===== config.mk =====
export PLATFORM = sky130hd
export DESIGN_NAME = mem_bus_arbiter
export DESIGN_NICKNAME = d
export VERILOG_FILES = /design/src/rtl/mem_bus_arbiter.sv
export SDC_FILE = /design/constraint.sdc
export NUM_CORES = 1
export LEC_CHECK = 0
export BUFFER_PORTS_ARGS = -buffer_cell sky130_fd_sc_hd__clkbuf_2
export CORE_ASPECT_RATIO = 0.6
export CORE_UTILIZATION = 42
export DETAILED_ROUTE_END_ITERATION = 7
export GPL_TIMING_DRIVEN = 1
export PLACE_DENSITY_LB_ADDON = 0.05
export SKIP_CTS_REPAIR_TIMING = 1
export SYNTH_ARGS = -nofsm -noshare
export SYNTH_HDL_FRONTEND = slang
export SYNTH_SLANG_ARGS = --single-unit

===== constraint.sdc =====
create_clock -name clk -period 4.2 [get_ports clk]
set_input_delay 1.05 -clock clk [delete_from_list [all_inputs] [get_ports clk]]
set_output_delay 1.05 -clock clk [all_outputs]
set_load 0.01 [all_outputs]

===== src/rtl/mem_bus_arbiter.sv =====
// mem_bus_arbiter: arbitrates the shared memory port between the static loader
// (bit0), command processor (bit1) and ROM reader (bit2). A registered one-hot
// grant owns the memory for one transfer, and a watchdog forces a release if
// memory never answers.
// Optional feature: define MEM_ARB_ROUND_ROBIN_EN for rotating priority
// (default: fixed priority loader > cpu > reader).
module mem_bus_arbiter #(
  parameter int ADDR_W  = 16,
  parameter int DATA_W  = 16,
  parameter int TIMEOUT = 255
) (
  input  logic              clk,
  input  logic              rst_n,
  input  logic [2:0]        req,
  input  logic [2:0]        mode,
  input  logic [ADDR_W-1:0] locator_0,
  input  logic [ADDR_W-1:0] locator_1,
  input  logic [ADDR_W-1:0] locator_2,
  input  logic [DATA_W-1:0] wdata_0,
  input  logic [DATA_W-1:0] wdata_1,
  input  logic [DATA_W-1:0] wdata_2,
  output logic [2:0]        resp,
  output logic              mem_request,
  output logic              mem_mode,
  output logic [ADDR_W-1:0] mem_locator,
  output logic [DATA_W-1:0] mem_write,
  input  logic              mem_response,
  output logic [2:0]        grant,
  output logic              timeout_err
);

  typedef enum logic [1:0] {
    ST_IDLE    = 2'd0,
    ST_GRANT   = 2'd1,
    ST_RELEASE = 2'd2
  } state_t;

  // Last count value of a transfer before the watchdog fires.
  localparam logic [15:0] CNT_LAST = 16'(TIMEOUT - 1);

  state_t      state, state_nx;
  logic [2:0]  grant_nx;
  logic [15:0] cnt, cnt_nx;
  logic        terr_nx;
  logic        expire;
  logic [2:0]  winner;

  // Fixed priority: lowest requesting index wins.
  function automatic logic [2:0] pick_fixed(input logic [2:0] r);
    if (r[0])      return 3'b001;
    else if (r[1]) return 3'b010;
    else if (r[2]) return 3'b100;
    else           return 3'b000;
  endfunction

`ifdef MEM_ARB_ROUND_ROBIN_EN
  logic [2:0] last;

  // Rotating priority: the search starts at the master after the last owner.
  function automatic logic [2:0] pick_rr(input logic [2:0] r, input logic [2:0] l);
    logic [2:0] w;
    w = 3'b000;
    case (l)
      3'b001: begin
        if (r[1])      w = 3'b010;
        else if (r[2]) w = 3'b100;
        else if (r[0]) w = 3'b001;
      end
      3'b010: begin
        if (r[2])      w = 3'b100;
        else if (r[0]) w = 3'b001;
        else if (r[1]) w = 3'b010;
      end
      default: w = pick_fixed(r);
    endcase
    return w;
  endfunction

  assign winner = pick_rr(req, last);

  // Remember the most recent owner; reset to reader so the loader wins first.
  always_ff @(posedge clk or negedge rst_n) begin
    if (!rst_n)
      last <= 3'b100;
    else if (state == ST_IDLE && winner != 3'b000)
      last <= winner;
  end
`else
  assign winner = pick_fixed(req);
`endif

  assign expire = (state == ST_GRANT) && (cnt == CNT_LAST);

  // Control registers: state, owner, watchdog count and sticky error flag.
  always_ff @(posedge clk or negedge rst_n) begin
    if (!rst_n) begin
      state       <= ST_IDLE;
      grant       <= 3'b000;
      cnt         <= 16'd0;
      timeout_err <= 1'b0;
    end else begin
      state       <= state_nx;
      grant       <= grant_nx;
      cnt         <= cnt_nx;
      timeout_err <= terr_nx;
    end
  end

  // Next-state logic: arbitrate in IDLE, wait for answer or watchdog in GRANT,
  // hold ownership in RELEASE until the owner drops its request.
  always_comb begin
    state_nx = state;
    grant_nx = grant;
    cnt_nx   = cnt;
    terr_nx  = timeout_err;
    case (state)
      ST_IDLE: begin
        if (winner != 3'b000) begin
          grant_nx = winner;
          cnt_nx   = 16'd0;
          state_nx = ST_GRANT;
        end
      end
      ST_GRANT: begin
        cnt_nx = cnt + 16'd1;
        if (mem_response) begin
          state_nx = ST_RELEASE;
        end else if (expire) begin
          terr_nx  = 1'b1;
          state_nx = ST_RELEASE;
        end
      end
      ST_RELEASE: begin
        if ((req & grant) == 3'b000) begin
          grant_nx = 3'b000;
          state_nx = ST_IDLE;
        end
      end
      default: begin
        grant_nx = 3'b000;
        state_nx = ST_IDLE;
      end
    endcase
  end

  // Memory-side mux and response routing to the current owner only.
  always_comb begin
    mem_request = (state == ST_GRANT);
    mem_mode    = 1'b0;
    mem_locator = '0;
    mem_write   = '0;
    resp        = 3'b000;
    case (grant)
      3'b001: begin
        mem_mode    = mode[0];
        mem_locator = locator_0;
        mem_write   = wdata_0;
      end
      3'b010: begin
        mem_mode    = mode[1];
        mem_locator = locator_1;
        mem_write   = wdata_1;
      end
      3'b100: begin
        mem_mode    = mode[2];
        mem_locator = locator_2;
        mem_write   = wdata_2;
      end
      default: ;
    endcase
    if (state == ST_GRANT && (mem_response || expire))
      resp = grant;
  end

endmodule


=== Yosys cells after proc, flatten, opt, wreduce, memory -nomap -nowiden ===
Index checks and enable logic that the tools add are counted.

* Bits of input ports: 105
* Bits in registers: 22
* Word-level logic and storage cells: 45
* Output and inout bits: 41

* Add/subtract/negate cells: 1
* Reductions and logical operators: 11
* Eq/ne operators: 9
* Mux-type cells: 17
* Bitwise operators: 3

{| class="wikitable"
|+ Operator list
! operator !! number
|-
| $pmux W16 S3 || 2
|-
| $pmux W16 S2 || 1
|-
| $mux W3 || 6
|-
| $add A16 B1 Y16 const B || 1
|-
| $eq A16 B8 Y1 const B || 1
|-
| $mux W16 || 1
|-
| $pmux W3 S3 || 1
|-
| $reduce_and A3 Y1 || 3
|-
| $mux W2 || 4
|-
| $pmux W2 S3 || 1
|-
| $ne A2 B2 Y1 const B || 2
|-
| $and A3 B3 Y3 || 1
|-
| $eq A3 B1 Y1 const B || 1
|-
| $eq A3 B2 Y1 const B || 1
|-
| $eq A3 B3 Y1 const B || 1
|-
| $logic_not A3 Y1 || 1
|-
| $ne A3 B1 Y1 const B || 1
|-
| $pmux W1 S3 || 1
|-
| $reduce_bool A3 Y1 || 1
|-
| $eq A2 B1 Y1 const B || 1
|-
| $eq A2 B2 Y1 const B || 1
|-
| $logic_and A1 B1 Y1 || 2
|-
| $logic_not A2 Y1 || 1
|-
| $not A1 Y1 || 2
|-
| 3 further kinds || 3
|}

=== Depth between registers and ports, before layout ===
Gate-level depths: netlist of run 1.

* Word-level depth: 6
* Depth in mapped cells: 6
* Gate-level depth less buffers: 6

=== Least setup slack after synthesis of run 1 ===
No wires, ideal clock.

* Path kind: input port to output port
* Start point: in mem_response
* End point: out resp[0]
* Path buffers: 0
* Arrival: 1.424 ns
* Stages on the path: 2
* Required time: 3.150 ns
* Slack: 1.726 ns
* Cell sequence: nand2b_1 -> and3_1

* Longest elaborated chain between the ends: 3

{| class="wikitable"
|+ Ends and longest elaborated chain
! what !! RTL line !! source
|-
| from (decl) || 27 || <nowiki>input logic mem_response,</nowiki>
|-
| $logic_or A1 B1 Y1 || 171 || <nowiki>if (state == ST_GRANT && (mem_response || expire))</nowiki>
|-
| $logic_and A1 B1 Y1 || 171 ||
|-
| $mux W3 || 171 ||
|-
| to (decl) || 22 || <nowiki>output logic [2:0] resp,</nowiki>
|}

No other way between the ends.

=== Worst setup path after layout of run 1 ===
* Start point: reg cnt[8]
* End point: out resp[2]

* Longest elaborated chain between the ends: 5

{| class="wikitable"
|+ Ends and longest elaborated chain
! what !! RTL line !! source
|-
| from (decl) || 43 || <nowiki>logic [15:0] cnt, cnt_nx;</nowiki>
|-
| from (signal assigned) || 104 || <nowiki>cnt <= cnt_nx;</nowiki>
|-
| $eq A16 B8 Y1 || 92 || <nowiki>assign expire = (state == ST_GRANT) && (cnt == CNT_LAST);</nowiki>
|-
| $logic_and A1 B1 Y1 || 92 ||
|-
| $logic_or A1 B1 Y1 || 171 ||
|-
| $logic_and A1 B1 Y1 || 171 ||
|-
| $mux W3 || 171 ||
|}

No other way between the ends.

==> reports/results.ini, run 1 <==
[synth]
ys_types = 37
synthCells = 231
synthesis.area_per_instance_um2 = 7.713
seq_area_frac_synth_pct = 30.90
synth_area_leaders = dfrtp_1 31%, a22oi_1 14%, nand2_1 8.8%
synth_ff_type = dfrtp_1
async_flop_share_pct = 100.0
synth_area_leader_cell = dfrtp_1
yosys.area.top_type_share_pct = 30.90
syn_area_um2 = 1782
synth_nets = 338
synth_edf_count = 0
synth-seq-cells = 22
yosys_warnings = 0

[job]
maxCapViolCount = 0

[route]
met2_length_mm = 2.842
drtAntennaViolNets = 0
wl_met1_mm = 2.715
wl_met3_um = 497
routed_wl_mm = 6.072
drt-initial-drc-count = 153
wl_per_cell_um = 14.32
num_vias = 2344
vias_per_cell = 5.528
dr.pass1.iters = 5
drc = 0
highest_layer = met4

[floorplanning]
num_rows = 17
fp.dieH_um = 52.45
io_pins = 146
core_area_um2 = 3850
die-width_um = 86.09
dieArea_um2 = 4515
start_util_pct = 46.28

[power]
leakagePower_nw = 1.349
power_density_nw_per_um2 = 540.0
ir_drop_mv = 0.4145

[timing]
finClkSkew_ns = 0.008643
setup_viol = 0
fin_setup_tns_ns = 0
max_slew_margin_pct = 62.96
tightest_slew_ns = 0.5557
finalCriticalPeriod_ns = 2.944
rsz0062_at_grt = false
drv_slew = 0
period_share_pct = 70.10
finalHoldViolCount = 0
fmax_mhz = 339.7

[critical_path]
path_class = reg2out
cp_top_family = simple AND/OR/NAND/NOR gates
cp.depth = 5
crit_path_end_kind = primary output
cp.arrival_ns = 1.89
critPathBufInv = 1
required_ns = 3.15
r2r_cells = 4
cp_cell_sequence = nor4bb_1 -> nand4_1 -> nand2b_1 -> and3_1 -> clkbuf_2
start_kind = register
crit_fanout = 7
slowest_delay_ns = 0.47
regToRegStartpoint = state[1]
crit_start = cnt[8]
cp_slowest_cell = dfrtp_1

[cts]
cts-root-buf = clkbuf_8
clk_path_buf_depth = 2
ctsHtreeMaxLevel = 1
cts_tree = built
clk_pin_slew_ns = 0.08
clkLatencyLatePin_ns = 0.26
numCtsBuffers = 3
clock-sinks = 22

[place]
gp_congestion = 0.8592
place_hpwl_mm = 4.747
numPortBuffers = 145

[grt]
antenna_found_initial = 0
grt-ovfl-total = 0
grt_pass1_wl_mm = 9.266
grt_usage_pct = 25.91
grt_pass1_vias = 2028
grt_max_degree = 39

[final_layout]
syn_to_final_growth_pct = 46.07
n_antenna_cell = 0
utilization_pct = 67.60
drive_gt1_share_pct = 43.87
nets = 475

[outcome]
status = completed

[worst_hold_path]
min_from = cnt[7]
holdPathStages = 1
min_path_type = reg2reg

-- registers in the layout (all words and copies together) (netlist names) --
signal and count:
cnt 16, state 2, timeout_err 1, grant 3
-- metal layers --
| layer | GRT usage (%) | vias to the layer above |
|---|---|---|
| met2 | 45.24 | 114 |
| met4 | 2.222 | 0 |
| met3 | 5.827 | 2 |
| met1 | 34.30 | 1081 |
| li1 | - | 1147 |
| met5 | 0 | - |
-- power by group --
group / switching, mW / internal [mW]
clock network: 0.0683 / 0.127
logic: 0.531 / 0.374
registers: 0.0576 / 0.247
-- layout by cell type (no fill, tap or decap), types with 3 or more instances in the layout --
cell type	count
mux2i_1	4
buf_4	5
clkbuf_8	3
a22o_1	3
o31ai_1	6
nand4_1	4
o21ai_0	24
o21ai_1	18
and3_1	6
nor2_1	8
inv_1	3
nand2_1	42
clkbuf_2	145
dfrtp_1	22
a21oi_1	5
nand3_1	7
a22oi_1	33
o211ai_1	4
-- metrics by stage --
step / hold slack (ns) / total power [mW] / std cells / area, µm² / worst slack, ns
2_1_floorplan: 0.4447 / 0.8778 / 231 / 1782 / 1.726
4_1_cts: 0.4914 / 1.409 / 424 / 2603 / 1.284
3_5_place_dp: 0.4734 / 1.214 / 420 / 2531 / 1.416
6_report: 0.4936 / 1.405 / 424 / 2603 / 1.256
5_1_grt: 0.5068 / 1.524 / 424 / 2603 / 1.088
3_3_place_gp: 0.4651 / 1.201 / 420 / 2531 / 1.428
-- area by class of cell --
type                    count  area, µm²
fillers                   345       1247
multi-input cells         187       1131
repair buffers            150      763.2
flip-flops and latches     22      550.5
well taps                  57      71.32
clock buffers               3      41.29
clock inverters             1      30.03
inverters                   4      15.01
-- synthesized netlist by cell type (5+ instances only) --
library cell  count
dfrtp_1          22
a22oi_1          33
nor2_1            8
and3_1            6
o31ai_1           6
a21oi_1           5
buf_2            11
nand2_1          42
nand3_1           7
o21ai_1          18
o21ai_0          24
-- kinds of logic (layout without fill, tap and decap cells) --
logic type | after synthesis | after routing | share of synthesized area (%)
DFF | 22 | 22 | 30.90
buffers and inverters | 22 | 158 | 6.250
AOI/OAI and AO/OA | 96 | 96 | 34.48
muxes | 4 | 4 | 2.247
and+or+nand+nor | 85 | 85 | 24.72
adders and majority gates | 2 | 2 | 1.404
-- worst register-to-register path, cell delays in order (launching register included) --
cell and delay (ns):
dfrtp_1 0.44, nand2b_1 0.37, clkinv_1 0.39, a21oi_1 0.24
a21oi_1 0.09
-- worst paths after layout --
path / to / slack (ns)
worst min register to register: cnt[7] / 0.49
worst max register to register: cnt[4] / 2.55
max in group asynchronous: cnt[7] / 3.07
worst min-delay path: cnt[7] / 0.49
worst max-delay path: resp[2] / 1.26
min in group asynchronous: cnt[8] / 0.76
No activity file was read; power rests on OpenSTA's default activity.
==> run 2, diff against run 1 <==
--- a/config.mk
+++ b/config.mk
@@ -5,9 +5,10 @@
 export SDC_FILE = /design/constraint.sdc
 export NUM_CORES = 1
 export LEC_CHECK = 0
+export ABC_AREA = 1
 export BUFFER_PORTS_ARGS = -buffer_cell sky130_fd_sc_hd__clkbuf_2
 export CORE_ASPECT_RATIO = 0.6
-export CORE_UTILIZATION = 42
+export CORE_UTILIZATION = 41
 export DETAILED_ROUTE_END_ITERATION = 7
 export GPL_TIMING_DRIVEN = 1
 export PLACE_DENSITY_LB_ADDON = 0.05
==> constraint.sdc (replaced) <==
create_clock -name clk -period 2.79 [get_ports clk]
set_input_delay 0.6975 -clock clk [delete_from_list [all_inputs] [get_ports clk]]
set_output_delay 0.6975 -clock clk [all_outputs]
set_load 0.01 [all_outputs]
==> reports/results.ini, run 2 <==
[place]
place_hpwl_mm = 5.142  ; +8.3%
dp_cells = 525  ; +25%
numPortBuffers = 145  ; unchanged
gp_congestion = 0.8840  ; +2.9%
place_worst_setup_slack_ns = 0.6524  ; -0.7632 ns

[outcome]
status = completed

[critical_path]
cp_slowest_cell = dfrtp_1
cp.arrival_ns = 1.73  ; -0.16 ns
crit_path_end_kind = primary output
slowest_delay_ns = 0.48  ; about the same
crit_fanout = 33  ; +26
required_ns = 2.09  ; -1.06 ns
path_class = reg2out
start_kind = register
path_common_cell = nand3_1
cp_cell_sequence = inv_1 -> nand3_1 -> inv_2 -> nand2_1 -> nand3_1 -> clkbuf_2

[timing]
setup_slack_ns = 0.3647  ; -0.8913 ns
max_slew_margin_pct = 62.63  ; -0.33 points
tightest_slew_ns = 0.5606  ; +0.004886 ns
finalCriticalPeriod_ns = 2.425
setup_viol = 0  ; unchanged
drv_slew = 0  ; unchanged
fin_setup_tns_ns = 0  ; unchanged
rsz0062_at_grt = false
fmax_mhz = 412.3
period_share_pct = 86.93
finalHoldViolCount = 0  ; unchanged
finClkSkew_ns = 0.01323  ; +0.004591 ns

[worst_hold_path]
min_path_type = in2async

[cts]
clk_pin_slew_ns = 0.09  ; about the same
clk_path_buf_depth = 2  ; unchanged
cts_tree = built
ctsHtreeMaxLevel = 1  ; unchanged
numCtsBuffers = 3  ; unchanged
cts-root-buf = clkbuf_8
clkLatencyLatePin_ns = 0.27  ; about the same
clock-sinks = 22  ; unchanged

[synth]
synthesis.area_per_instance_um2 = 5.932  ; -23%
yosys.area_share.adder_pct = 1.286  ; -0.12 points
syn_area_um2 = 1946  ; +9.2%
synth-seq-cells = 22  ; unchanged
synth_area_leaders = nand2_1 30%, dfrtp_1 28%, nand3_1 13%
yosys_warnings = 0  ; unchanged
synthTopCellsByCount = 157 x nand2_1, 52 x nand3_1, 22 x dfrtp_1, 22 x nor2_1, 12 x inv_1
synth_xor_area_share_pct = 0.4502  ; +0.45 points
synth_nets = 435  ; +29%
synth_most_common_cell = nand2_1
async_flop_share_pct = 100.0  ; unchanged
seq_area_frac_synth_pct = 28.30  ; -2.6 points
synth_edf_count = 0  ; unchanged
synth_ff_type = dfrtp_1
synth-simple-area-share_pct = 57.43  ; +33 points
synthCells = 328  ; +42%
synth_compound_area_share_pct = 5.788  ; -29 points
synth_area_leader_cell = nand2_1
synth_top_family_by_area = simple AND/OR/NAND/NOR gates
synth_mux_area_share_pct = 0  ; -2.2 points
yosys.area.top_type_share_pct = 30.29  ; -0.61 points
ys_types = 26  ; -30%

[final_layout]
biggestRegsByFlops = cnt: 16 flops, grant: 3 flops, state: 2 flops
nets = 577  ; +21%
regMostFlops = cnt
n_antenna_cell = 0  ; unchanged
final-seq-area_um2 = 550.5  ; unchanged
n_fill_cell = 412  ; +19%
multi_input_area_um2 = 1264  ; +12%
syn_to_final_growth_pct = 43.02
mostFrequentLayoutCell = nand2_1
largest_register_ffs = 16  ; unchanged
drive_gt1_share_pct = 37.74  ; -6.1 points
final_cells = 529  ; +25%
final_cell_mix = 157 x nand2_1, 145 x clkbuf_2, 52 x nand3_1

[job]
maxCapViolCount = 0  ; unchanged

[power]
power.total_mw = 2.010  ; +43%
ir_drop_mv = 0.2831  ; -32%
power_density_nw_per_um2 = 722.3  ; +34%
leakagePower_nw = 1.575  ; +17%

[floorplanning]
core_area_um2 = 4324  ; +12%
io_pins = 146  ; unchanged
num_rows = 18  ; +1
start_util_pct = 44.99  ; -1.3 points
die-width_um = 90.93  ; +5.6%
fp.dieH_um = 55.36  ; +5.5%
dieArea_um2 = 5034  ; +11%

[grt]
antenna_found_initial = 0  ; unchanged
grt_pass1_vias = 2301  ; +13%
grt_pass1_wl_mm = 10.61  ; +14%
grt_max_degree = 34  ; -13%
grt-ovfl-total = 0  ; unchanged
grt_usage_pct = 25.63  ; -0.28 points

[route]
routed_wl_mm = 6.335  ; +4.3%
drtAntennaViolNets = 0  ; unchanged
num_vias = 2580  ; +10%
dr.pass1.iters = 5  ; unchanged
vias_per_cell = 4.877  ; -12%
wl_per_cell_um = 11.98  ; -16%
drc = 0  ; unchanged
drt-initial-drc-count = 215  ; +41%

==> run 2: cell count changes after synthesis, sizes merged, moves of 5 or more <==
cell   delta
inv      +18
o21ai    -30
nand3    +48
nand2   +120
a22oi    -33
buf       -5
o31ai     -6
and3      -6
nor2     +18
==> run 2: path summary, 6_finish.rpt <==
check	start	to	slack, ns	cells past startpoint
worst max-delay path	grant[0]	mem_write[2]	0.36	6
max in group asynchronous	rst_n	cnt[11]	2.01	1
min in group clk	timeout_err	timeout_err	0.49	1
worst min register to register	timeout_err	timeout_err	0.49	1
worst max register to register	cnt[1]	cnt[14]	1.26	8
worst min-delay path	rst_n	cnt[5]	0.39	1
==> run 2: metal layers <==
layer	track usage (%)	share of wire (%)	wire length, µm	vias to the layer above
li1	-	-	-	1338
met1	35.68	46	2901	1107
met2	41.99	45	2830	133
met3	5.647	9.3	589	2
met4	2.948	0.21	13	0
met5	0	0	0	-
==> run 2: cell type report <==
class                      count  area share, %
clock inverter                 1          1.079
timing repair buffer         147          26.62
inverter                      21          2.923
multi-input combinational    275          45.41
tap                           60          2.698
sequential                    22          19.78
clock buffer                   3          1.484
==> run 2: metrics by stage <==
step	util (%)	cell area [µm²]	hold slack, ns
2_1_floorplan	-	1946	0.4019
3_3_place_gp	62.70	2711	0.4683
3_5_place_dp	62.70	2711	0.4784
4_1_cts	64.35	2783	0.4193
5_1_grt	64.35	2783	0.4368
6_report	64.35	2783	0.3927
==> run 2: cell families after synthesis <==
kind of cell,count (synthesis)
xor gates and xnor gates,1
AOI/OAI and AO/OA,20
and+or+nand+nor,252
DFF,22
adders and majority gates,2
buffers and inverters,31
==> run 2: critical path: cells and delay by family, from the launching register on <==
family | cells | cell delay (ns)
buffers and inverters | 3 | 0.66
DFF | 1 | 0.48
and+or+nand+nor | 3 | 0.32
==> run 2: report_power, final <==
group          internal [mW]  switching, mW  leakage [nW]
logic                  0.458          0.808          1.24
clock network          0.192          0.114        0.0357
registers              0.369         0.0701         0.296
total                   1.02          0.992          1.58
